--- src/rtl/bram_stream_reader_pkg.sv ---
// lstm_mem_pkg: shared types and constants for the LSTM memory read path.
package lstm_mem_pkg;
    typedef enum logic [1:0] {IDLE, ISSUE, DRAIN} reader_state_t;
    localparam int MIN_READ_FIFO_DEPTH = 3;
    localparam int BRAM_READ_LATENCY = 1;
endpackage

--- src/rtl/bram_stream_reader_if.sv ---
// bram_stream_reader_if: control, BRAM read port and output stream of the reader.
// m_last exists only when BRAM_STREAM_READER_LAST_EN is defined.
interface bram_stream_reader_if #(
    parameter int WIDTH = 32,
    parameter int DEPTH = 256
);
    localparam int ADDR_WIDTH = $clog2(DEPTH);
    logic                  start;
    logic [ADDR_WIDTH-1:0] base_addr;
    logic [ADDR_WIDTH:0]   length;
    logic                  busy;
    logic                  done;
    logic                  enb;
    logic [ADDR_WIDTH-1:0] addrb;
    logic [WIDTH-1:0]      dob;
    logic [WIDTH-1:0]      m_data;
    logic                  m_valid;
    logic                  m_ready;
`ifdef BRAM_STREAM_READER_LAST_EN
    logic                  m_last;
`endif
    modport master (
        input  start, base_addr, length, dob, m_ready,
`ifdef BRAM_STREAM_READER_LAST_EN
        output m_last,
`endif
        output busy, done, enb, addrb, m_data, m_valid
    );
    modport slave (
        output start, base_addr, length, dob, m_ready,
`ifdef BRAM_STREAM_READER_LAST_EN
        input  m_last,
`endif
        input  busy, done, enb, addrb, m_data, m_valid
    );
endinterface

--- src/rtl/bram_read_fifo.sv ---
// bram_read_fifo: small register FIFO with a combinational head; push into a full FIFO
// must be prevented by the caller.
module bram_read_fifo #(
    parameter int DW    = 32,
    parameter int DEPTH = 3
) (
    input  logic                         clk,
    input  logic                         rst_n,
    input  logic                         push,
    input  logic [DW-1:0]                din,
    input  logic                         pop,
    output logic [DW-1:0]                dout,
    output logic [$clog2(DEPTH+1)-1:0]   count
);
    localparam int PW = $clog2(DEPTH);
    localparam int CW = $clog2(DEPTH + 1);
    logic [DW-1:0] mem [DEPTH];
    logic [PW-1:0] wr_ptr, rd_ptr;
    function automatic logic [PW-1:0] nxt(input logic [PW-1:0] p);
        return (p == PW'(DEPTH - 1)) ? '0 : p + 1'b1;
    endfunction
    always_ff @(posedge clk or negedge rst_n) begin
        if (!rst_n) begin
            wr_ptr <= '0;
            rd_ptr <= '0;
            count  <= '0;
            for (int i = 0; i < DEPTH; i++) mem[i] <= '0;
        end else begin
            if (push) begin
                mem[wr_ptr] <= din;
                wr_ptr      <= nxt(wr_ptr);
            end
            if (pop) rd_ptr <= nxt(rd_ptr);
            count <= count + CW'(push) - CW'(pop);
        end
    end
    assign dout = mem[rd_ptr];
endmodule

--- src/rtl/bram_stream_reader.sv ---
// bram_stream_reader: burst reader for a 1-cycle BRAM read port, streaming words out over valid/ready.
// Define BRAM_STREAM_READER_LAST_EN to add m_last on the final word of each burst.
module bram_stream_reader
    import lstm_mem_pkg::*;
#(
    parameter int WIDTH      = 32,
    parameter int DEPTH      = 256,
    parameter int FIFO_DEPTH = 3
) (
    input logic                  clk,
    input logic                  rst_n,
    bram_stream_reader_if.master bus
);
    localparam int AW = $clog2(DEPTH);
    localparam int FD = (FIFO_DEPTH < MIN_READ_FIFO_DEPTH) ? MIN_READ_FIFO_DEPTH : FIFO_DEPTH;
    localparam int CW = $clog2(FD + 1);
`ifdef BRAM_STREAM_READER_LAST_EN
    localparam int DW = WIDTH + 1;
`else
    localparam int DW = WIDTH;
`endif
    reader_state_t state;
    logic [AW-1:0] addr;
    logic [AW:0]   remaining;
    logic          inflight;
    logic          zero_done;
    logic [CW-1:0] count;
    logic [CW:0]   credit_used;
    logic [DW-1:0] head;
    logic [DW-1:0] din;
    logic          pop;
    logic          last_xfer;
    // Words in the FIFO plus the one still coming out of the BRAM must never exceed its depth.
    assign credit_used  = {1'b0, count} + (CW + 1)'(inflight);
    assign bus.enb      = state == ISSUE && remaining != '0 && credit_used < (CW + 1)'(FD);
    assign bus.addrb    = addr;
    assign bus.m_valid  = count != '0;
    assign pop          = bus.m_valid && bus.m_ready;
    assign last_xfer    = state == DRAIN && !inflight && count == CW'(1) && pop;
    assign bus.done     = last_xfer || zero_done;
    assign bus.busy     = state != IDLE;
    assign bus.m_data   = head[WIDTH-1:0];
`ifdef BRAM_STREAM_READER_LAST_EN
    logic inflight_last;
    assign din        = {inflight_last, bus.dob};
    assign bus.m_last = head[WIDTH];
    always_ff @(posedge clk or negedge rst_n) begin
        if (!rst_n) inflight_last <= 1'b0;
        else inflight_last <= bus.enb && remaining == (AW + 1)'(1);
    end
`else
    assign din = bus.dob;
`endif
    bram_read_fifo #(.DW(DW), .DEPTH(FD)) u_fifo (
        .clk   (clk),
        .rst_n (rst_n),
        .push  (inflight),
        .din   (din),
        .pop   (pop),
        .dout  (head),
        .count (count)
    );
    always_ff @(posedge clk or negedge rst_n) begin
        if (!rst_n) begin
            state     <= IDLE;
            addr      <= '0;
            remaining <= '0;
            inflight  <= 1'b0;
            zero_done <= 1'b0;
        end else begin
            inflight  <= bus.enb;
            zero_done <= state == IDLE && bus.start && bus.length == '0;
            case (state)
                IDLE: if (bus.start && bus.length != '0) begin
                    state     <= ISSUE;
                    addr      <= bus.base_addr;
                    remaining <= bus.length;
                end
                ISSUE: if (bus.enb) begin
                    addr      <= (addr == AW'(DEPTH - 1)) ? '0 : addr + 1'b1;
                    remaining <= remaining - 1'b1;
                    if (remaining == (AW + 1)'(1)) state <= DRAIN;
                end
                DRAIN: if (last_xfer) state <= IDLE;
                default: state <= IDLE;
            endcase
        end
    end
endmodule

--- src/flat_wrapper.sv ---
// flat-port wrapper written by rule: the top's interface ports become plain ports
module bram_stream_reader_flat import lstm_mem_pkg::*;
#(
    parameter int WIDTH      = 32,
    parameter int DEPTH      = 256,
    parameter int FIFO_DEPTH = 3
)
  (clk, rst_n, bus_start, bus_base_addr, bus_length, bus_dob, bus_m_ready, bus_busy, bus_done, bus_enb, bus_addrb, bus_m_data, bus_m_valid);
  bram_stream_reader_if #(.WIDTH(WIDTH), .DEPTH(DEPTH)) bus_i ();
  input logic clk;
  input logic rst_n;
  input wire logic [$bits(bus_i.start)-1:0] bus_start;
  input wire logic [$bits(bus_i.base_addr)-1:0] bus_base_addr;
  input wire logic [$bits(bus_i.length)-1:0] bus_length;
  input wire logic [$bits(bus_i.dob)-1:0] bus_dob;
  input wire logic [$bits(bus_i.m_ready)-1:0] bus_m_ready;
  output wire logic [$bits(bus_i.busy)-1:0] bus_busy;
  output wire logic [$bits(bus_i.done)-1:0] bus_done;
  output wire logic [$bits(bus_i.enb)-1:0] bus_enb;
  output wire logic [$bits(bus_i.addrb)-1:0] bus_addrb;
  output wire logic [$bits(bus_i.m_data)-1:0] bus_m_data;
  output wire logic [$bits(bus_i.m_valid)-1:0] bus_m_valid;
  assign bus_i.start = bus_start;
  assign bus_i.base_addr = bus_base_addr;
  assign bus_i.length = bus_length;
  assign bus_i.dob = bus_dob;
  assign bus_i.m_ready = bus_m_ready;
  assign bus_busy = bus_i.busy;
  assign bus_done = bus_i.done;
  assign bus_enb = bus_i.enb;
  assign bus_addrb = bus_i.addrb;
  assign bus_m_data = bus_i.m_data;
  assign bus_m_valid = bus_i.m_valid;
  bram_stream_reader #(.WIDTH(WIDTH), .DEPTH(DEPTH), .FIFO_DEPTH(FIFO_DEPTH)) u_core (.clk(clk), .rst_n(rst_n), .bus(bus_i));
endmodule
--- config.mk ---
export PLATFORM = sky130hd
export DESIGN_NAME = bram_stream_reader_flat
export DESIGN_NICKNAME = d
export VERILOG_FILES = /design/src/rtl/bram_stream_reader_pkg.sv /design/src/rtl/bram_stream_reader_if.sv /design/src/rtl/bram_read_fifo.sv /design/src/rtl/bram_stream_reader.sv /design/src/flat_wrapper.sv
export SDC_FILE = /design/constraint.sdc
export NUM_CORES = 1
export LEC_CHECK = 0
export ABC_AREA = 1
export CAP_MARGIN = 20
export CORE_UTILIZATION = 35
export CTS_BUF_LIST = sky130_fd_sc_hd__clkbuf_4
export DETAILED_ROUTE_END_ITERATION = 12
export PLACE_DENSITY = 0.57
export SLEW_MARGIN = 25
export SYNTH_ARGS = -nofsm -noshare
export SYNTH_HDL_FRONTEND = slang
export SYNTH_SLANG_ARGS = --single-unit
export TNS_END_PERCENT = 10
--- constraint.sdc ---
create_clock -name clk -period 4.2 [get_ports clk]
set_input_delay 0.42 -clock clk [delete_from_list [all_inputs] [get_ports clk]]
set_output_delay 0.42 -clock clk [all_outputs]
set_load 0.03 [all_outputs]
---- Yosys cells after proc, flatten, opt, wreduce, memory -nomap -nowiden ----
Index checks and enable logic that the tools add are counted.
cells by class
  $add $sub $neg .......................... 7
  magnitude comparators ................... 4
  eq/ne operators ......................... 11
  multiplexer cells ....................... 20
  bitwise operators ....................... 2
  reduce and logical (&&, ||, !) cells .... 21
operators with widths
  cell                                                      number
  bitwise mux 96 bit                                        1
  2-to-1 mux 32 bit                                         3
  binary-select mux 32 bit (select 2 bit)                   1
  demux 32 bit (select 2 bit)                               1
  2-to-1 mux 8 bit                                          3
  2-to-1 mux 9 bit                                          2
  case mux 9 bit (2 select lines)                           1
  nonzero test 9 bit                                        2
  case mux 8 bit (2 select lines)                           1
  2-to-1 mux 2 bit                                          6
  logical AND 1 bit                                         10
  == test 9 x 1 -> 1 bit, second input constant             1
  logical NOT 9 bit                                         1
  subtractor 9 x 1 -> 9 bit, second input constant          1
  adder 8 x 1 -> 8 bit, second input constant               1
  == test 8 bit, second input constant                      1
  == test 2 bit, second input constant                      3
  greater-or-equal comparator 3 bit, second input constant  2
  NOT 2 -> 3 bit                                            2
  case mux 2 bit (3 select lines)                           1
  nonzero test 2 bit                                        3
  adder 2 x 1 -> 2 bit, second input constant               2
  == test 2 x 1 -> 1 bit, second input constant             2
  inequality test 2 x 1 -> 1 bit, second input constant     2
  11 further kinds                                          12
word-level totals
  bits in registers ....................... 123
  bits of input ports ..................... 53
  output and inout bits ................... 44
  logic and storage cells ................. 76

---- Logic depth before layout (Yosys ltp) ----
Gate-level depths: netlist (run 1).
  depth in word-level cells ............... 6
  depth in mapped cells ................... 11
  gate-level depth less buffers ........... 10

---- Modules after synthesis ----
A second synthesis (run 1) with hierarchy kept.
unflattened totals
  cells, all modules ...................... 845
  area, all modules ....................... 6413.7 µm²
by module, submodules not included
  module              instances  cells each  area an instance (µm²)  seq. area each (µm²)
  bram_read_fifo      1          600         4838.4                  2552.4
  bram_stream_reader  1          245         1575.3                  525.5

---- Least setup slack after synthesis (run 1) ----
OpenSTA, ideal clock, no wires.
  path kind ............................... reg2out
  start ................................... reg u_core.inflight
  end ..................................... out bus_enb
  arrival ................................. 1.368 ns
  required time ........................... 3.780 ns
  path slack .............................. 2.412 ns
  cell stages (with the launch flop) ...... 8
  path buffers ............................ 0
  path through ............................ dfrtp_1 -> ha_1 -> ha_1 -> nand2_1 -> nand2_1 -> nor2_2 -> nand2_2 -> inv_1
between the ends
  word-level cells in the longest chain between the ends .. 3
RTL lines
  element                      line                      text
  start: declaration           bram_stream_reader.sv:25  logic inflight;
  start signal: assignment     bram_stream_reader.sv:71  inflight <= bus.enb;
  adder 2 x 1 -> 3 bit         bram_stream_reader.sv:34  assign credit_used = {1'b0, count} + (CW + 1)'(inflight);
  < comparator 3 x 2 -> 1 bit  bram_stream_reader.sv:35  assign bus.enb = state == ISSUE && remaining != '0 && credit_used < (CW + 1)'(FD);
  logical AND 1 bit            bram_stream_reader.sv:35
  end: declaration             flat_wrapper.sv:19        output wire logic [$bits(bus_i.enb)-1:0] bus_enb;
Every way passes these cells.

---- Worst setup path after layout (run 1) ----
  start ................................... reg u_core.u_fifo.rd_ptr[0]
  end ..................................... out bus_m_data[23]
between the ends
  word-level cells in the longest chain between the ends .. 4
RTL lines
  element                                                line                  text
  start: declaration                                     bram_read_fifo.sv:18  logic [PW-1:0] wr_ptr, rd_ptr;
  start signal: assignment                               bram_read_fifo.sv:33  if (pop) rd_ptr <= nxt(rd_ptr);
  NOT 2 -> 3 bit (implied by the code)                   bram_read_fifo.sv:37  assign dout = mem[rd_ptr];
  binary-select mux 32 bit (select 2 bit)                bram_read_fifo.sv:37
  2-to-1 mux 32 bit (implied by the code) (2 in series)  bram_read_fifo.sv:37
  end: declaration                                       flat_wrapper.sv:21    output wire logic [$bits(bus_i.m_data)-1:0] bus_m_data;
Every way passes these cells. The select of a mux whose other input is x is not followed.

==> metrics.txt, run 1 <==
worst-margin pin slew=0.921 ns; antenna violations before repair=0; number of global-route vias before repair=4851; Pwr per Cell Area=882 nW/um2; grt ovf=0; clk sinks=123; routed wire length=14.2 mm; DRT antenna net count=0; post-DR wirelength/cell=13.5 um; non-filler instance count after layout=1046; Die Y=131 um; Final Setup Violations=0; Fillers=1597; layout cells sized above 1=6.39%; hold depth=3; Fmax achieved=0.287 GHz; CTS Buffer Depth=2; number of diodes=0; Worst Skew=0.0151 ns; largest cells by area after synthesis=dfrtp_1 (53%), nand2_1 (16%), o21ai_0 (9.4%); WS Path Type=reg2out; IO Port Bufs=96; min Tclk post-route=3.49 ns; Clk Latency, worst-skew pair=0.54 ns; drt drc=0; post-synthesis sequential area ratio=52.8%; Synth Flop Type=dfrtp_1; Async SR Flop Fraction=100%; die width=131 um; post-CTS sizing=0; list of most frequent post-synthesis cells=nand2_1 (251), dfrtp_1 (123), o21ai_0 (109); Max Fanout on Critical Path=36; cell leakage power=3.49 nW; multi-input gate area in the final layout=2350 um2; Detail Placement HPWL=9.14 mm; Final period util=83.0%; vias post-DR=5007; cell area after synthesis=5830 um2; count leader, synth=nand2_1; core area=16100 um2; placed insts=1014; CTS tree=yes; post-DR vias/cell=4.79; Synth Warn #=0; number of H-tree levels=4; status=finished, final reports clean; Die ar.=17200 um2; final hold slack=0.456 ns; Yosys top cell by area=dfrtp_1; TritonCTS buffer count=17; maxcap violations=0; pin count of the biggest net entering global routing=62; clk slew on worst S/H paths=0.10 ns; GRT Util Overall=17.9%; Detailed Route Iter0 Violations=220; Syn-to-layout area delta=24.1%; Nets=879; Arrival @ worst endpoint=3.07 ns; DRT Pass-1 Iters=5; Critical Path Start Type=flop; top-area cell type share of the netlist area=52.8%; Post-Syn Instances=735; Hold WC Path Type=in2reg; R2R cell count=8; syn avg cell area=7.94 um2; relative slew slack=38.4%; maximum vdd drop=0.000444 V; Sum Neg Setup Slack=0 ns; register area=3080 um2; RSZ-0062 raised after global routing=false; CP Capture Type=output port; initial core utilization=36.3%; final hold vios=0; Tot Pwr=6.38 mW; Clock Tree Root=clkbuf_4; #FFs+latches synth=123; Net Count, Synth=796; # rows=46; first-pass GRT wire length=23.3 mm; critical path required time=3.78 ns; I/O pins=97; EDFF count, synth=0; max-slew violation count=0; gpl congestion=0.823; number of library cell types mapped by synthesis=30
registers in the layout, summed over array words and instances, names as in the netlist:
signal                flops
u_core.u_fifo.mem        96
u_core.state              2
u_core.remaining          9
u_core.u_fifo.count       2
u_core.u_fifo.wr_ptr      2
u_core.bus.addrb          8
u_core.inflight           1
u_core.u_fifo.rd_ptr      2
u_core.zero_done          1
through the flow:
stage | utilization (%) | instance area [um2] | setup slack (ns)
final | 45.1 | 7240 | 0.712
after detailed placement | 43.3 | 6950 | 1.23
after CTS | 45.1 | 7240 | 0.614
after global placement | 43.3 | 6950 | 1.17
after global routing | 45.1 | 7240 | 0.502
after floorplan | - | 5830 | 2.41
layout make-up:
class	instances	share of cell area (%)
Clock inverter	11	1.76
Clock buffer	20	2.07
Multi-Input combinational cell	507	32.4
Timing Repair Buffer	103	14.0
Sequential cell	123	42.5
Tap cell	216	3.73
Inverter	66	3.46
critical path: stages, from the launching register on:
cell             delay [ns]
dfrtp_2                0.71
nor2_4                 0.85
nand2_1                0.11
nand3_1                0.17
clkdlybuf4s50_1        0.69
timing repair:
item | CTS | global route
buffers inserted | 0 | 0
hold buffers | 1 | 0
endpoints found under the hold margin | 59 | 0
where the power goes:
| part | internal [mW] | switching, mW |
|---|---|---|
| Clock | 0.418 | 0.415 |
| Sequential | 1.78 | 0.412 |
| Combinational | 1.24 | 2.12 |
| Total | 3.43 | 2.95 |
per-layer routing:
layer / vias to the layer above / GRT usage [%] / routed length (um)
met2: 127 / 29.7 / 6650
met1: 2344 / 22.5 / 6640
li1: 2522 / - / -
met5: - / 0 / 0
met4: 0 / 6.49 / 185
met3: 14 / 4.55 / 687
final timing paths:
check | startpoint | end | slack (ns)
max | u_core.u_fifo.rd_ptr[0] | bus_m_data[23] | 0.71
min | bus_start | u_core.zero_done | 0.46
max reg2reg | u_core.state[1] | u_core.bus.addrb[0] | 2.30
min reg2reg | u_core.u_fifo.mem[44] | u_core.u_fifo.mem[44] | 0.49
max in group asynchronous | rst_n | u_core.state[1] | 2.75
min in group asynchronous | rst_n | u_core.u_fifo.mem[77] | 0.49
placed cells by master, fill, tap and decap left out:
cell	n
nand4_1	4
clkinvlp_4	1
o21bai_1	1
or2_2	2
clkinv_1	5
nand2_2	2
nand2_4	1
o21ai_0	109
dfrtp_2	1
dfrtp_1	122
nor2_2	1
nand3_2	3
nand3_1	82
inv_4	1
bufinv_16	3
ha_1	8
clkdlybuf4s50_1	95
clkbuf_4	20
inv_2	3
o21ai_1	10
clkinv_2	3
buf_4	7
o21ai_2	1
nor4_1	1
nand2_1	251
xor2_1	3
o22ai_1	1
xnor2_1	1
inv_1	61
nor2_1	19
dlygate4sd3_1	1
nor2_4	4
a21boi_0	1
o31ai_1	1
a21oi_1	1
cell families after synthesis:
group	after synthesis	synth area share, %
simple gates	370	26.4
buf+inv	105	7.53
xor+xnor	4	0.601
fa+ha+maj	8	1.72
flops	123	52.8
compound gates	125	10.9
No activity file was read; power rests on OpenSTA's default activity.
==> run 2: changes to the inputs <==
Clock period 4.2 ns to 3.4 ns, I/O delays scaled along.
==> metrics.txt, run 2 (synthesized netlist as in run 1, its figures left out) <==
R2R cell count=10; maximum vdd drop=0.000490 V; post-CTS sizing=0; number of global-route vias before repair=4897; reg2reg start=u_core.inflight; worst path cell trace=ha_1 > ha_1 > nand2_1 > nand2_1 > nor2_2 > nand2_2 > inv_1 > clkdlybuf4s50_1; CTS tree=yes; Die Y=131 um; internal power=4.31 mW; Hold WC Path Type=in2async; Clk Latency, worst-skew pair=0.54 ns; Buf/Inv on CP=2; cell leakage power=3.57 nW; worst-margin pin slew=0.965 ns; worst reg-to-reg setup slack=1.50 ns; number of H-tree levels=4; CP Capture Point=bus_enb; drt drc=0; Clock Tree Root=clkbuf_4; Detailed Route Iter0 Violations=329; Slowest cell on crit path=clkdlybuf4s50_1; DRT Pass-1 Iters=5; # rows=46; Logic pwr share=52.1%; Syn-to-layout area delta=24.4%; dpl ws=1.02 ns; Max Fanout on Critical Path=7; status=finished, final reports clean; post-DR wirelength/cell=13.9 um; min Tclk post-route=2.93 ns; commonest non-fill, non-tap cell in the layout=nand2_1; vias post-DR=5091; antenna violations before repair=0; postcts setup bufs=0; core area=16100 um2; Fillers=1583; first-pass GRT wire length=24.0 mm; switching share of power=46.4%; Crit. Startpoint=u_core.inflight; max-slew violation count=0; Fmax achieved=0.341 GHz; Worst R2R End=u_core.remaining[7]; DRT antenna net count=0; gpl congestion=0.833; Detail Placement HPWL=9.21 mm; Arrival @ worst endpoint=2.59 ns; TritonCTS buffer count=17; grt ovf=0; Largest Register=u_core.u_fifo.mem; Setup WS post-layout=0.466 ns; pin count of the biggest net entering global routing=65; RSZ-0062 raised after global routing=false; GRT Util Overall=18.4%; Critical Path Start Type=flop; number of flip-flops in the largest register=96; Worst Skew=0.00918 ns; maxcap violations=0; number of diodes=0; Nets=881; clk slew on worst S/H paths=0.11 ns; Die ar.=17200 um2; I/O pins=97; post-DR vias/cell=4.86; clk sinks=123; Pwr per Cell Area=1110 nW/um2; P_sw=3.74 mW; Final period util=86.3%; Sum Neg Setup Slack=0 ns; routed wire length=14.6 mm; layout cells sized above 1=10.9%; part of the power in the clock network=15.0%; Crit path max-delay family=buffers and inverters; Final Setup Violations=0; Levels on crit path=8; most frequent cells in the layout=nand2_1 (251), dfrtp_1 (122), o21ai_0 (109), nand3_1 (82), clkdlybuf4s50_1 (63); IO Port Bufs=96; worst stage delay on the critical path=0.70 ns; relative slew slack=35.5%; die width=131 um; critical path required time=3.06 ns; final hold vios=0; initial core utilization=36.3%; CTS Buffer Depth=2; CP Capture Type=output port; WS Path Type=reg2out; Seq pwr share=32.9%
[run 2: worst min path at each step]
stage / from / end / slack, ns / cells past startpoint
6_report: rst_n / u_core.u_fifo.mem[17] / 0.33 / 2
3_3_place_gp: rst_n / u_core.u_fifo.mem[49] / 0.37 / 1
2_1_floorplan: rst_n / u_core.bus.addrb[0] / 0.04 / 0
5_1_grt: rst_n / u_core.bus.addrb[2] / 0.32 / 2
4_1_cts: rst_n / u_core.bus.addrb[2] / 0.31 / 2
3_5_place_dp: rst_n / u_core.u_fifo.mem[17] / 0.37 / 1
[run 2: power by group through the flow]
stage                     Clock [mW]  Combinational [mW]  Sequential (mW)
after global placement             0                4.16             2.64
after global routing            1.31                4.72             2.75
after detailed placement           0                4.25             2.67
after floorplan                    0                2.92             2.61
final                           1.21                4.19             2.65
after CTS                       1.25                4.27             2.64
[run 2: what timing repair did]
| item | 4_1_cts | 5_1_grt |
|---|---|---|
| hold buffers | 1 | 0 |
| endpoints found under the hold margin | 37 | 0 |
| endpoints found under the setup margin | 0 | 0 |
[run 2: metrics by stage]
stage                     utilization, %  cells  power, mW  cell area (um2)  hold slack, ns
after floorplan                        -    735       5.54             5830          0.0444
after global placement              43.0   1016       6.81             6910           0.365
after detailed placement            43.0   1016       6.92             6910           0.370
after CTS                           45.2   1048       8.16             7250           0.310
after global routing                45.2   1048       8.78             7250           0.323
final                               45.2   1048       8.05             7250           0.327
[run 2: layer usage]
| metal | wire [um] | share of wire (%) | global-route usage [%] |
|---|---|---|---|
| met1 | 6660 | 46 | 23.0 |
| met2 | 7070 | 48 | 31.1 |
| met3 | 742 | 5.1 | 4.63 |
| met4 | 139 | 0.95 | 6.22 |
| met5 | 0 | 0 | 0 |
[run 2: cell type report]
cell class / count / area, um2 / share of cell area (%)
clock buffer: 18 / 135 / 1.86
tap: 216 / 270 / 3.73
timing repair buffer: 105 / 973 / 13.4
clock inverter: 13 / 200 / 2.76
inverter: 66 / 250 / 3.45
multi-input combinational: 507 / 2350 / 32.3
sequential: 123 / 3080 / 42.4
